$ cat src/rtl/sub_serial_if.sv
// Operand/result handshake bundle for the digit-serial subtractor.
// master drives operands and out_ready; slave returns in_ready, diff and bout.
interface sub_serial_if #(
   parameter int W = 16
);
   logic         in_valid;
   logic         in_ready;
   logic [W-1:0] a;
   logic [W-1:0] b;
   logic         bin;
   logic         out_valid;
   logic         out_ready;
   logic [W-1:0] diff;
   logic         bout;

   modport master (
      output in_valid, a, b, bin, out_ready,
      input  in_ready, out_valid, diff, bout
   );

   modport slave (
      input  in_valid, a, b, bin, out_ready,
      output in_ready, out_valid, diff, bout
   );
endinterface

$ cat src/rtl/sub_serial.sv
// Digit-serial a - b - bin, D bits per cycle LSB first; result valid N=W/D edges after accept.
// Accepts only in IDLE, holds diff/bout in DONE until out_ready; DONE->IDLE costs one cycle.
module sub_serial #(
   parameter int W = 16,
   parameter int D = 4
) (
   input  logic         clk,
   input  logic         rst,
   sub_serial_if.slave  bus
);
   localparam int N  = W / D;
   localparam int CW = (N > 1) ? $clog2(N) : 1;
   localparam logic [CW-1:0] LAST = CW'(N - 1);

   typedef enum logic [1:0] {
      IDLE,
      RUN,
      DONE
   } state_t;

   state_t        state_q, state_d;
   logic [W-1:0]  a_q, a_d;
   logic [W-1:0]  b_q, b_d;
   logic [W-1:0]  diff_q, diff_d;
   logic [CW-1:0] cnt_q, cnt_d;
   logic          br_q, br_d;
   logic          bout_q, bout_d;
   logic [D:0]    dig;

   // One extra bit so the MSB of the digit result is the outgoing borrow.
   assign dig = {1'b0, a_q[D-1:0]} - {1'b0, b_q[D-1:0]} - {{D{1'b0}}, br_q};

   assign bus.in_ready  = (state_q == IDLE);
   assign bus.out_valid = (state_q == DONE);
   assign bus.diff      = diff_q;
   assign bus.bout      = bout_q;

   always_comb begin
      state_d = state_q;
      a_d     = a_q;
      b_d     = b_q;
      diff_d  = diff_q;
      cnt_d   = cnt_q;
      br_d    = br_q;
      bout_d  = bout_q;
      case (state_q)
         IDLE: begin
            if (bus.in_valid) begin
               a_d     = bus.a;
               b_d     = bus.b;
               br_d    = bus.bin;
               diff_d  = '0;
               cnt_d   = '0;
               state_d = RUN;
            end
         end
         RUN: begin
            for (int k = 0; k < N; k++) begin
               if (cnt_q == CW'(k)) diff_d[k*D +: D] = dig[D-1:0];
            end
            br_d  = dig[D];
            a_d   = a_q >> D;
            b_d   = b_q >> D;
            cnt_d = cnt_q + 1'b1;
            if (cnt_q == LAST) begin
               bout_d  = dig[D];
               state_d = DONE;
            end
         end
         DONE: begin
            if (bus.out_ready) state_d = IDLE;
         end
         default: state_d = IDLE;
      endcase
   end

   always_ff @(posedge clk) begin
      if (rst) begin
         state_q <= IDLE;
         a_q     <= '0;
         b_q     <= '0;
         diff_q  <= '0;
         cnt_q   <= '0;
         br_q    <= 1'b0;
         bout_q  <= 1'b0;
      end else begin
         state_q <= state_d;
         a_q     <= a_d;
         b_q     <= b_d;
         diff_q  <= diff_d;
         cnt_q   <= cnt_d;
         br_q    <= br_d;
         bout_q  <= bout_d;
      end
   end
endmodule

$ cat src/flat_wrapper.sv
// flat-port wrapper written by rule: the top's interface ports become plain ports
module sub_serial_flat 
#(
   parameter int W = 16,
   parameter int D = 4
)
  (clk, rst, bus_in_valid, bus_a, bus_b, bus_bin, bus_out_ready, bus_in_ready, bus_out_valid, bus_diff, bus_bout);
  sub_serial_if #(.W(W)) bus_i ();
  input  logic clk;
  input  logic rst;
  input wire logic [$bits(bus_i.in_valid)-1:0] bus_in_valid;
  input wire logic [$bits(bus_i.a)-1:0] bus_a;
  input wire logic [$bits(bus_i.b)-1:0] bus_b;
  input wire logic [$bits(bus_i.bin)-1:0] bus_bin;
  input wire logic [$bits(bus_i.out_ready)-1:0] bus_out_ready;
  output wire logic [$bits(bus_i.in_ready)-1:0] bus_in_ready;
  output wire logic [$bits(bus_i.out_valid)-1:0] bus_out_valid;
  output wire logic [$bits(bus_i.diff)-1:0] bus_diff;
  output wire logic [$bits(bus_i.bout)-1:0] bus_bout;
  assign bus_i.in_valid = bus_in_valid;
  assign bus_i.a = bus_a;
  assign bus_i.b = bus_b;
  assign bus_i.bin = bus_bin;
  assign bus_i.out_ready = bus_out_ready;
  assign bus_in_ready = bus_i.in_ready;
  assign bus_out_valid = bus_i.out_valid;
  assign bus_diff = bus_i.diff;
  assign bus_bout = bus_i.bout;
  sub_serial #(.W(W), .D(D)) u_core (.clk(clk), .rst(rst), .bus(bus_i));
endmodule
$ cat config.mk
export PLATFORM = sky130hd
export DESIGN_NAME = sub_serial_flat
export DESIGN_NICKNAME = d
export VERILOG_FILES = /design/src/rtl/sub_serial_if.sv /design/src/rtl/sub_serial.sv /design/src/flat_wrapper.sv
export SDC_FILE = /design/constraint.sdc
export NUM_CORES = 1
export LEC_CHECK = 0
export ABC_AREA = 0
export CAP_MARGIN = 30
export CORE_ASPECT_RATIO = 0.75
export CORE_MARGIN = 2
export CORE_UTILIZATION = 40
export CTS_BUF_LIST = sky130_fd_sc_hd__clkbuf_8
export CTS_CLUSTER_SIZE = 8
export DETAILED_ROUTE_END_ITERATION = 10
export DONT_BUFFER_PORTS = 1
export PLACE_DENSITY_LB_ADDON = 0.3
export SETUP_SLACK_MARGIN = 0.5
export SLEW_MARGIN = 0
export SYNTH_ARGS = -nofsm -noshare
export SYNTH_HDL_FRONTEND = slang
export SYNTH_SLANG_ARGS = --single-unit
$ cat constraint.sdc
create_clock -name clk -period 2.46 [get_ports clk]
set_input_delay 0.369 -clock clk [delete_from_list [all_inputs] [get_ports clk]]
set_output_delay 0.369 -clock clk [all_outputs]
set_load 0.01 [all_outputs]
Word-level counts from Yosys, hierarchy flattened
Index checks and enable logic that the tools add are counted.

word-level totals
  register bits = 54
  input port bits = 37
  logic and storage cells = 52

operators by class
  add/subtract/negate cells = 3
  equality and inequality tests = 11
  mux-type cells = 18
  reduce and logical (&&, ||, !) cells = 10

operator list
  cell                                                                    count
  16-bit one-hot mux with 2 select lines                                  3
  16-bit two-way mux                                                      3
  4-bit two-way mux                                                       4
  3-bit AND reduction                                                     5
  2-bit two-way mux                                                       4
  2-bit by 1-bit != test with 1-bit output (second input constant)        4
  2-bit equality test (second input constant)                             3
  2-bit one-hot mux with 3 select lines                                   1
  4-bit by 4-bit subtractor with 5-bit output                             1
  5-bit by 1-bit subtractor with 5-bit output                             1
  2-bit by 1-bit equality test with 1-bit output (second input constant)  2
  2-bit zero test                                                         2
  2-bit != test (second input constant)                                   2
  2-bit one-hot mux with 2 select lines                                   1
  2-bit AND reduction                                                     2
  2-bit by 1-bit adder with 2-bit output (second input constant)          1
  1-bit one-hot mux with 2 select lines                                   1
  2-bit nonzero test                                                      1
  1-bit two-way mux                                                       1

Longest topological paths before layout
Gate-level depths: netlist (run 1).

  word-level depth = 4
  depth in mapped cells = 8
  gate-level depth less buffers = 8

Least setup slack after synthesis (run 1)
No wires, ideal clock.

  path kind = flip-flop to flip-flop
  from = register u_core.br_q
  to = register u_core.diff_q[7] (netlist: u_core.bus.diff[7])
  setup time = 0.135 ns
  data arrival time = 1.894 ns
  data required time = 2.325 ns
  path slack = 0.431 ns
  cell stages (with the launch flop) = 9
  buffers on the path = 0
  clock period less this slack = 2.029 ns
  cells stage by stage = dfxtp_1 inv_1 fa_1 inv_1 ha_1 o21a_1 nor3b_1 xor2_1 o32ai_1

on the way
  longest elaborated chain between the ends = 3

RTL lines
  item                                         RTL line          text
  start, declared                              sub_serial.sv:26  logic br_q, br_d;
  start signal, assigned                       sub_serial.sv:92  br_q <= br_d;
  5-bit by 1-bit subtractor with 5-bit output  sub_serial.sv:31  assign dig = {1'b0, a_q[D-1:0]} - {1'b0, b_q[D-1:0]} - {{D{1'b0}}, br_q};
  4-bit two-way mux                            sub_serial.sv:59  if (cnt_q == CW'(k)) diff_d[k*D +: D] = dig[D-1:0];
  16-bit one-hot mux with 2 select lines       sub_serial.sv:46  case (state_q)
  end signal, assigned                         sub_serial.sv:90  diff_q <= diff_d;
  end, declared                                sub_serial.sv:24  logic [W-1:0] diff_q, diff_d;

No other way between the ends. The select of a mux whose other input is x is not followed.
A chain may end at the register's enable or synchronous reset.

Worst setup path after layout (run 1)
  from = register u_core.br_q
  to = register u_core.diff_q[15] (netlist: u_core.bus.diff[15])

The elaborated chain is that of the path after synthesis.

==> metrics.txt, run 1 <==
ratio of cells with drive above 1 in the final layout=10.2%; worst hold slack across all endpoints=0.130 ns; post-route antenna net violation count=0; antenna violations before repair=0; drt wl/cell=14.1 um; main combinational cell family by area after synthesis=simple AND/OR/NAND/NOR gates; critical-path cell with the highest stage delay=sky130_fd_sc_hd__fa_1; number of sinks driven by the clock tree=54; count of unique library cells instantiated by Yosys=35; portion of total power attributed to combinational logic=18.9%; Clock Latency Late Sink=0.31 ns; max incr delay on CP=0.52 ns; number of warnings issued by yosys=0; adder-cell share of the synthesized area=5.41%; cell class contributing the biggest share of worst-path delay=adder cells; Place WS=0.332 ns; Initial DRC Count=84; critical-path cell list=inv_2, fa_1, inv_1, ha_2, o21a_1, nor3b_2, xor2_2, o32ai_1; standard-cell row count=25; primary flip-flop cell chosen by synthesis mapping=sky130_fd_sc_hd__dfxtp_1; Crit Path Max Fanout=4; overall die area=0.00739 mm^2; drt drc=0; TritonCTS clock tree=built; Reg power frac=50.6%; First-pass DRT Iterations=4; Leakage=1.13 nW; total routed wirelength=5670 um; worst slew margin relative to its limit=57.3%; synthesized instance count=332; highest ir drop seen on vdd=0.000291 V; leftover overflow at the end of global routing=0; die height=75.0 um; clock buffer count from CTS=5; critical path class=reg -> reg; required time reported for the critical path endpoint=2.68 ns; P per Cell Area=690 mW/mm^2; hold violation total from the final report=0; mean instance size in the synthesized netlist=8.09 um^2; average vias per placed instance=5.18; Starting Density=41.9%; minimum period implied by the final worst setup slack=2.07 ns; I/O Buffers=0; worst hold-check path type=in -> reg; buffering stage count on the worst path with inverters included=2; highest attainable clock frequency=0.483 GHz; Sw Pwr=0.000561 W; transition time at the pin with the least slew margin=0.641 ns; number of max-cap violations=0; Core Area=0.00641 mm^2; vias in the first global route=1873; Compound-Gate Fraction of Synth Area=16.1%; post-synthesis xor/xnor area fraction=1.30%; Total Nets Final=369; clk slew on worst S/H paths=0.10 ns; flop and latch count out of synthesis=54; Clock power frac=30.5%; Final Max Slew Viols=0; area share of the leading cell type in the synthesized netlist=40.3%; final setup violation count=0; Sw Share=28.6%; post-route setup TNS=0 ns; most repeated cell in the gate-level netlist after synthesis=sky130_fd_sc_hd__nor2_1; signal arrival time at the worst endpoint=2.29 ns; status=finished, final reports clean; mux contribution to synthesized area=2.98%; most frequent cells after synthesis=87 x sky130_fd_sc_hd__nor2_1, 54 x sky130_fd_sc_hd__dfxtp_1, 24 x sky130_fd_sc_hd__a21oi_1, 24 x sky130_fd_sc_hd__nor2b_1, 18 x sky130_fd_sc_hd__nor3_1; synthesis-to-layout area growth=5.92%; synthesized-area fraction occupied by and/or/nand/nor cells=27.5%; post-synthesis net count=380; vias=2087; element type at the critical path end=flop; number of enable-type register cells in the synthesized netlist=0; GP Congestion=0.795; share of async-settable or async-resettable flops after synthesis=0%; RSZ-0062 raised after global routing=true; Internal Pwr Total=0.00140 W; Die X-Extent=98.6 um; deepest level of the CTS H-tree=2; number of placed I/O pins=56; Tot GR Track Use=15.8%; cell taking the most area after synthesis=sky130_fd_sc_hd__dfxtp_1; fillers=632; Worst Setup Slack, final=0.389 ns; cell types with the largest area share after synthesis=sky130_fd_sc_hd__dfxtp_1 40%, sky130_fd_sc_hd__nor2_1 12%, sky130_fd_sc_hd__nor2b_1 5.6%, sky130_fd_sc_hd__ha_1 4.7%, sky130_fd_sc_hd__a21oi_1 4.5%; category of the worst setup path launch point=flop; first-pass GRT wire length=9210 um; largest clock skew in the final design=0.00530 ns; share of the yosys chip area belonging to registers=40.3%; HPWL reported at the end of detailed placement=3950 um; root buf cell=sky130_fd_sc_hd__clkbuf_8; antenna diode instance count=0; maximum root-to-sink buffer count=2; maximum number of pins on one net before global-route repair=57; combined area of all synthesized cells=0.00269 mm^2; portion of the clock cycle consumed by the worst path in the final layout=84.2%
==> metrics by stage <==
step / util, % / power (W) / std cells / instance area [um^2]
4_1_cts: 44.2 / 0.00198 / 403 / 2830
2_1_floorplan: - / 0.00132 / 332 / 2690
5_1_grt: 44.4 / 0.00208 / 403 / 2840
6_report: 44.4 / 0.00196 / 403 / 2840
3_3_place_gp: 42.3 / 0.00136 / 395 / 2710
3_5_place_dp: 42.3 / 0.00137 / 395 / 2710
==> state kept, by name, indices dropped and copies added (netlist names) <==
| name | count |
|---|---|
| u_core.a_q | 16 |
| u_core.b_q | 16 |
| u_core.bus.diff | 16 |
| u_core.cnt_q | 2 |
| u_core.state_q | 2 |
| u_core.br_q | 1 |
| u_core.bus.bout | 1 |
==> layout make-up <==
type,instances,area [um^2],area share [%]
multi-input cells,240,1460,51.3
clock buffers,5,68.8,2.42
flip-flops and latches,54,1090,38.2
repair buffers,4,30.0,1.06
inverters,16,60.1,2.11
well taps,81,101,3.56
clock inverters,3,40.0,1.41
==> final timing paths <==
check | start | cells after the start | end | slack, ns
setup / recovery | u_core.br_q$_SDFFE_PP0P_ | 8 | u_core.bus.diff[15]$_SDFFE_PP0P_ | 0.39
hold / removal | rst | 1 | u_core.b_q[0]$_SDFFE_PP0P_ | 0.13
setup reg to reg | u_core.br_q$_SDFFE_PP0P_ | 8 | u_core.bus.diff[15]$_SDFFE_PP0P_ | 0.39
hold reg to reg | u_core.a_q[2]$_SDFFE_PP0P_ | 2 | u_core.a_q[2]$_SDFFE_PP0P_ | 0.47
==> layout by cell type, fill, tap and decap left out, drive strengths merged <==
cell and instances:
nor2b 24, or2 1, clkbuf 5, xor2 2, o21a 1, a22oi 9
nor3b 3, clkinv 2, xnor2 2, o21ai 3, nand2b 7, a21oi 28
o32ai 6, a311oi 3, ha 10, nor2 88, dfxtp 54, nand4 2
nor3 18, fa 1, bufinv 1, nand4b 1, o211ai 1, a211oi 6
o22ai 1, inv 16, buf 4, or3 1, nand2 14, mux2i 8
==> power by group through the flow <==
stage	Clock (W)	Sequential (W)	Combinational, W
final	0.000599	0.000993	0.000371
after global routing	0.000648	0.00100	0.000426
after CTS	0.000615	0.000993	0.000368
after detailed placement	0	0.00101	0.000359
after global placement	0	0.00101	0.000353
after floorplan	0	0.000995	0.000326
==> kinds of logic after synthesis <==
kind of cell	after synthesis
buffers and inverters	38
adders and majority gates	11
AOI/OAI and AO/OA	58
muxes	8
and+or+nand+nor	159
DFF	54
xor gates and xnor gates	4
==> what timing repair did <==
action                     4_1_cts  5_1_grt
buffers inserted                 0        0
gates resized for setup          4        4
hold buffers                     0        0
pin swaps                        8        2
setup endpoints to repair       10       13
==> routing by layer <==
layer / part of all wire, % / routed length (um) / global-route usage (%)
met3: 4.0 / 225 / 4.09
met4: 1.4 / 77 / 5.48
met1: 50 / 2820 / 21.4
met5: 0 / 0 / 0
met2: 45 / 2550 / 25.0
No activity file was read; power rests on OpenSTA's default activity.
==> inputs of run 2 (changes only) <==
==> constraint.sdc (replaced) <==
create_clock -name clk -period 2.1 [get_ports clk]
set_input_delay 0.315 -clock clk [delete_from_list [all_inputs] [get_ports clk]]
set_output_delay 0.315 -clock clk [all_outputs]
set_load 0.01 [all_outputs]
==> run 2 against run 1 <==
Sequential power increased by 17%. Sequential cell count stayed put. Clock-buffer cell count stayed put. Via count shrank 0.38%. Utilization grew 0.53 points. Clock skew up 0.0073 ns. Sequential share of layout area down 0.23 points. Die area is the same. Wire length decreased by 2.6%. Critical path type unchanged. Largest power group unchanged. Highest routed layer unchanged.
==> metrics.txt, run 2 (synthesis results as in run 1) <==
R2R Path Start=u_core.a_q[0]$_SDFFE_PP0P_; ratio of cells with drive above 1 in the final layout=11.8%; clk slew on worst S/H paths=0.10 ns; overall die area=0.00739 mm^2; antenna diode instance count=0; worst min-delay path endpoint=u_core.b_q[0]$_SDFFE_PP0P_; number of sinks driven by the clock tree=54; element type at the critical path end=flop; deepest level of the CTS H-tree=2; Final Max Slew Viols=0; HPWL reported at the end of detailed placement=3850 um; R2R Path End=u_core.bus.diff[15]$_SDFFE_PP0P_; drt wl/cell=13.7 um; portion of total power attributed to combinational logic=20.0%; Reg power frac=50.6%; antenna violations before repair=0; worst hold-check path type=in -> reg; Tot GR Track Use=15.6%; status=finished, final reports clean; max incr delay on CP=0.55 ns; highest attainable clock frequency=0.503 GHz; Sw Pwr=0.000637 W; Total Nets Final=370; Initial DRC Count=151; signal arrival time at the worst endpoint=2.21 ns; highest ir drop seen on vdd=0.000319 V; TritonCTS clock tree=built; Place WS=0.0550 ns; P per Cell Area=798 mW/mm^2; largest clock skew in the final design=0.0125 ns; Clock power frac=29.4%; portion of the clock cycle consumed by the worst path in the final layout=94.7%; Worst Setup Slack, final=0.111 ns; reg-to-reg setup timing slack=0.11 ns; Die X-Extent=98.6 um; hold violation total from the final report=0; Core Area=0.00641 mm^2; critical-path cell with the highest stage delay=sky130_fd_sc_hd__fa_1; post-route setup TNS=0 ns; Crit Path Max Fanout=4; I/O Buffers=0; transition time at the pin with the least slew margin=0.497 ns; Leakage=1.14 nW; maximum number of pins on one net before global-route repair=57; Sw Share=27.7%; Internal Pwr Total=0.00166 W; die height=75.0 um; total routed wirelength=5530 um; category of the worst setup path launch point=flop; critical-path cell list=fa_1, inv_1, ha_2, o21a_1, nor3b_2, xor2_1, buf_4, o32ai_2; RSZ-0062 raised after global routing=true; Min-Delay Startpoint=rst; critical path class=reg -> reg; required time reported for the critical path endpoint=2.32 ns; maximum root-to-sink buffer count=2; Clock Latency Late Sink=0.30 ns; worst slew margin relative to its limit=66.8%; synthesis-to-layout area growth=7.18%; root buf cell=sky130_fd_sc_hd__clkbuf_8; First-pass DRT Iterations=5; most used cells in the layout excluding fill and tap cells=85 x sky130_fd_sc_hd__nor2_1, 49 x sky130_fd_sc_hd__dfxtp_1, 24 x sky130_fd_sc_hd__a21oi_1; minimum period implied by the final worst setup slack=1.99 ns; vias in the first global route=1941; Starting Density=41.9%; number of placed I/O pins=56; post-route antenna net violation count=0; Hold Path Stages=1; standard-cell row count=25; number of max-cap violations=0; drt drc=0; first-pass GRT wire length=9290 um; leftover overflow at the end of global routing=0; commonest non-fill, non-tap cell in the layout=sky130_fd_sc_hd__nor2_1; GP Congestion=0.713; vias=2079; average vias per placed instance=5.15; clock buffer count from CTS=5; number of cells traversed by the worst register-to-register path=8; final setup violation count=0
-- run 2: what timing repair did --
item / CTS / global route
hold buffers: 0 / 0
endpoints found under the setup margin: 35 / 41
pin swaps: 6 / 5
cloned: 0 / 0
gates resized for setup: 11 / 2
setup buffers: 1 / 0
-- run 2: layout make-up --
type / count / area (um^2)
clock buffer: 5 / 68.8
clock inverter: 3 / 37.5
fill: 622 / 3530
inverter: 16 / 60.1
multi-input combinational: 240 / 1480
sequential: 54 / 1090
tap: 81 / 101
timing repair buffer: 5 / 37.5
-- run 2: worst max-delay path: cells and delay by family (launching register included) --
kind	cells	cell delay (ns)
adder cells (fa/ha/maj)	2	0.72
AO/OA/AOI/OAI	2	0.37
buffers and inverters	2	0.20
flip-flops	1	0.34
XOR/XNOR	1	0.09
AND/OR/NAND/NOR	1	0.19
-- run 2: metal layers --
layer	vias to the layer above	share of wire, %	GRT usage [%]
li1	1083	-	-
met1	952	51	21.9
met2	39	43	24.1
met3	5	4.8	3.90
met4	0	0.96	4.72
met5	-	0	0
-- run 2: power by group through the flow --
stage	clock, W	sequential, W	combinational [W]
3_3_place_gp	0	0.00118	0.000413
3_5_place_dp	0	0.00119	0.000419
2_1_floorplan	0	0.00117	0.000383
6_report	0.000676	0.00116	0.000460
4_1_cts	0.000690	0.00116	0.000462
5_1_grt	0.000726	0.00117	0.000524
-- run 2: how the worst max path moves through the flow --
stage / end / cells past startpoint / from / slack (ns)
after detailed placement: u_core.bus.diff[3]$_SDFFE_PP0P_ / 7 / u_core.a_q[0]$_SDFFE_PP0P_ / 0.05
after global routing: u_core.bus.diff[15]$_SDFFE_PP0P_ / 8 / u_core.a_q[0]$_SDFFE_PP0P_ / 0.05
final: u_core.bus.diff[15]$_SDFFE_PP0P_ / 8 / u_core.a_q[0]$_SDFFE_PP0P_ / 0.11
after floorplan: u_core.bus.diff[11]$_SDFFE_PP0P_ / 7 / u_core.a_q[0]$_SDFFE_PP0P_ / 0.18
after CTS: u_core.bus.diff[15]$_SDFFE_PP0P_ / 9 / u_core.br_q$_SDFFE_PP0P_ / 0.1
after global placement: u_core.bus.diff[3]$_SDFFE_PP0P_ / 8 / u_core.b_q[0]$_SDFFE_PP0P_ / 0.07
-- run 2: stage by stage --
stage	area, um^2	hold slack, ns	utilization, %	total power, W	std cells
6_report	2880	0.0774	44.9	0.00230	404
3_3_place_gp	2720	0.382	42.4	0.00160	395
5_1_grt	2880	0.0505	44.9	0.00242	404
4_1_cts	2870	0.0537	44.8	0.00231	404
2_1_floorplan	2700	0.448	-	0.00155	332
3_5_place_dp	2720	0.383	42.4	0.00161	395
==> inputs of run 3 (changes only) <==
--- a/config.mk
+++ b/config.mk
@@ -10,13 +10,12 @@
 export CORE_ASPECT_RATIO = 0.75
 export CORE_MARGIN = 2
 export CORE_UTILIZATION = 40
-export CTS_BUF_LIST = sky130_fd_sc_hd__clkbuf_8
 export CTS_CLUSTER_SIZE = 8
 export DETAILED_ROUTE_END_ITERATION = 10
 export DONT_BUFFER_PORTS = 1
+export HOLD_SLACK_MARGIN = 0.02
 export PLACE_DENSITY_LB_ADDON = 0.3
 export SETUP_SLACK_MARGIN = 0.5
-export SLEW_MARGIN = 0
 export SYNTH_ARGS = -nofsm -noshare
 export SYNTH_HDL_FRONTEND = slang
 export SYNTH_SLANG_ARGS = --single-unit
==> run 3 against run 2 <==
Global-route usage about the same. Wire length up 0.13%. Critical path type unchanged. Critical path depth unchanged. Die area unchanged.
==> metrics.txt, run 3 (synthesis results as in run 1) <==
status=finished, final reports clean; Core Area=0.00641 mm^2; cts-stage hold buffer count=0; transition time at the pin with the least slew margin=0.497 ns; final setup violation count=0; HPWL reported at the end of detailed placement=3850 um; average vias per placed instance=5.14; total routed wirelength=5540 um; RSZ-0062 raised after global routing=true; P per Cell Area=799 mW/mm^2; overall die area=0.00739 mm^2; worst slew margin relative to its limit=66.8%; critical path class=reg -> reg; Tot GR Track Use=15.6%; die height=75.0 um; standard-cell row count=25; first-pass GRT wire length=9270 um; antenna violations before repair=0; fillers=622; highest attainable clock frequency=0.506 GHz; worst hold slack across all endpoints=0.0828 ns; synthesis-to-layout area growth=7.18%; post-route setup TNS=0 ns; Crit Path Max Fanout=4; TritonCTS clock tree=built; number of sinks driven by the clock tree=54; minimum period implied by the final worst setup slack=1.98 ns; maximum number of pins on one net before global-route repair=57; post-route antenna net violation count=0; root buf cell=sky130_fd_sc_hd__clkbuf_8; Die X-Extent=98.6 um; category of the worst setup path launch point=flop; drt wl/cell=13.7 um; portion of the clock cycle consumed by the worst path in the final layout=94.1%; largest clock skew in the final design=0.0121 ns; deepest level of the CTS H-tree=2; antenna diode instance count=0; element type at the critical path end=flop; worst hold-check path type=in -> reg; required time reported for the critical path endpoint=2.32 ns; Clock Latency Late Sink=0.30 ns; GP Congestion=0.713; vias in the first global route=1943; Initial DRC Count=128; Total Nets Final=370; vias=2078; I/O Buffers=0; First-pass DRT Iterations=4; clk slew on worst S/H paths=0.09 ns; ratio of cells with drive above 1 in the final layout=11.5%; Starting Density=41.9%; highest ir drop seen on vdd=0.000319 V; Final Max Slew Viols=0; number of max-cap violations=0; signal arrival time at the worst endpoint=2.19 ns; hold violation total from the final report=0; maximum root-to-sink buffer count=2; area of the multi-input gates=0.00148 mm^2; most used cells in the layout excluding fill and tap cells=85 x sky130_fd_sc_hd__nor2_1, 49 x sky130_fd_sc_hd__dfxtp_1, 24 x sky130_fd_sc_hd__a21oi_1; leftover overflow at the end of global routing=0; clock buffer count from CTS=5; commonest non-fill, non-tap cell in the layout=sky130_fd_sc_hd__nor2_1; Seq. cell area=0.00109 mm^2; number of placed I/O pins=56; Leakage=1.13 nW; drt drc=0
-- run 3: cell count changes in the layout (fill, tap and decap cells not counted) --
cell                       previous run  this run
sky130_fd_sc_hd__clkbuf_1             0         2
sky130_fd_sc_hd__inv_1               16        15
sky130_fd_sc_hd__inv_2                2         1
-- run 3: final timing paths --
path	startpoint	to	slack [ns]	cells past startpoint
max	u_core.a_q[0]$_SDFFE_PP0P_	u_core.bus.diff[15]$_SDFFE_PP0P_	0.12	8
min	rst	u_core.b_q[0]$_SDFFE_PP0P_	0.08	1
max reg2reg	u_core.a_q[0]$_SDFFE_PP0P_	u_core.bus.diff[15]$_SDFFE_PP0P_	0.12	8
min reg2reg	u_core.b_q[0]$_SDFFE_PP0P_	u_core.b_q[0]$_SDFFE_PP0P_	0.47	2
-- run 3: repair_timing --
action | 4_1_cts | 5_1_grt
setup buffers | 1 | 0
endpoints found under the hold margin | 0 | 0
setup endpoints to repair | 35 | 41
pin swaps | 3 | 1
resized for setup | 9 | 3
-- run 3: layer usage --
metal | GRT usage [%] | routed length [um]
met1 | 21.8 | 2830
met4 | 4.72 | 53
met5 | 0 | 0
met3 | 3.90 | 251
met2 | 24.1 | 2400
-- run 3: final cells by class --
| cell class | count | area share (%) |
|---|---|---|
| Tap cell | 81 | 3.52 |
| Clock inverter | 1 | 1.04 |
| Clock buffer | 7 | 2.65 |
| Timing Repair Buffer | 5 | 1.30 |
| Multi-Input combinational cell | 240 | 51.4 |
| Inverter | 16 | 2.09 |
| Sequential cell | 54 | 38.0 |
-- run 3: power by group --
| group | internal [W] | leakage (nW) | switching, W |
|---|---|---|---|
| sequential | 0.00110 | 0.446 | 0.0000610 |
| clock | 0.000357 | 0.0524 | 0.000321 |
| combinational | 0.000211 | 0.636 | 0.000248 |
| total | 0.00167 | 1.13 | 0.000630 |
-- run 3: per-stage QoR --
| stage | total power, W | cells | instance area (um^2) | setup slack, ns | utilization, % |
|---|---|---|---|---|---|
| 3_5_place_dp | 0.00161 | 395 | 2720 | 0.0550 | 42.4 |
| 4_1_cts | 0.00232 | 404 | 2870 | 0.122 | 44.8 |
| 5_1_grt | 0.00243 | 404 | 2880 | 0.0707 | 44.9 |
| 2_1_floorplan | 0.00155 | 332 | 2700 | 0.179 | - |
| 3_3_place_gp | 0.00160 | 395 | 2720 | 0.0720 | 42.4 |
| 6_report | 0.00230 | 404 | 2880 | 0.125 | 44.9 |
-- run 3: critical path: stages (launching register included) --
cell and delay (ns):
sky130_fd_sc_hd__dfxtp_2 0.34, sky130_fd_sc_hd__fa_1 0.55, sky130_fd_sc_hd__inv_1 0.05, sky130_fd_sc_hd__ha_2 0.17
sky130_fd_sc_hd__o21a_1 0.19, sky130_fd_sc_hd__nor3b_2 0.17, sky130_fd_sc_hd__xor2_1 0.09, sky130_fd_sc_hd__buf_4 0.15
sky130_fd_sc_hd__o32ai_2 0.18
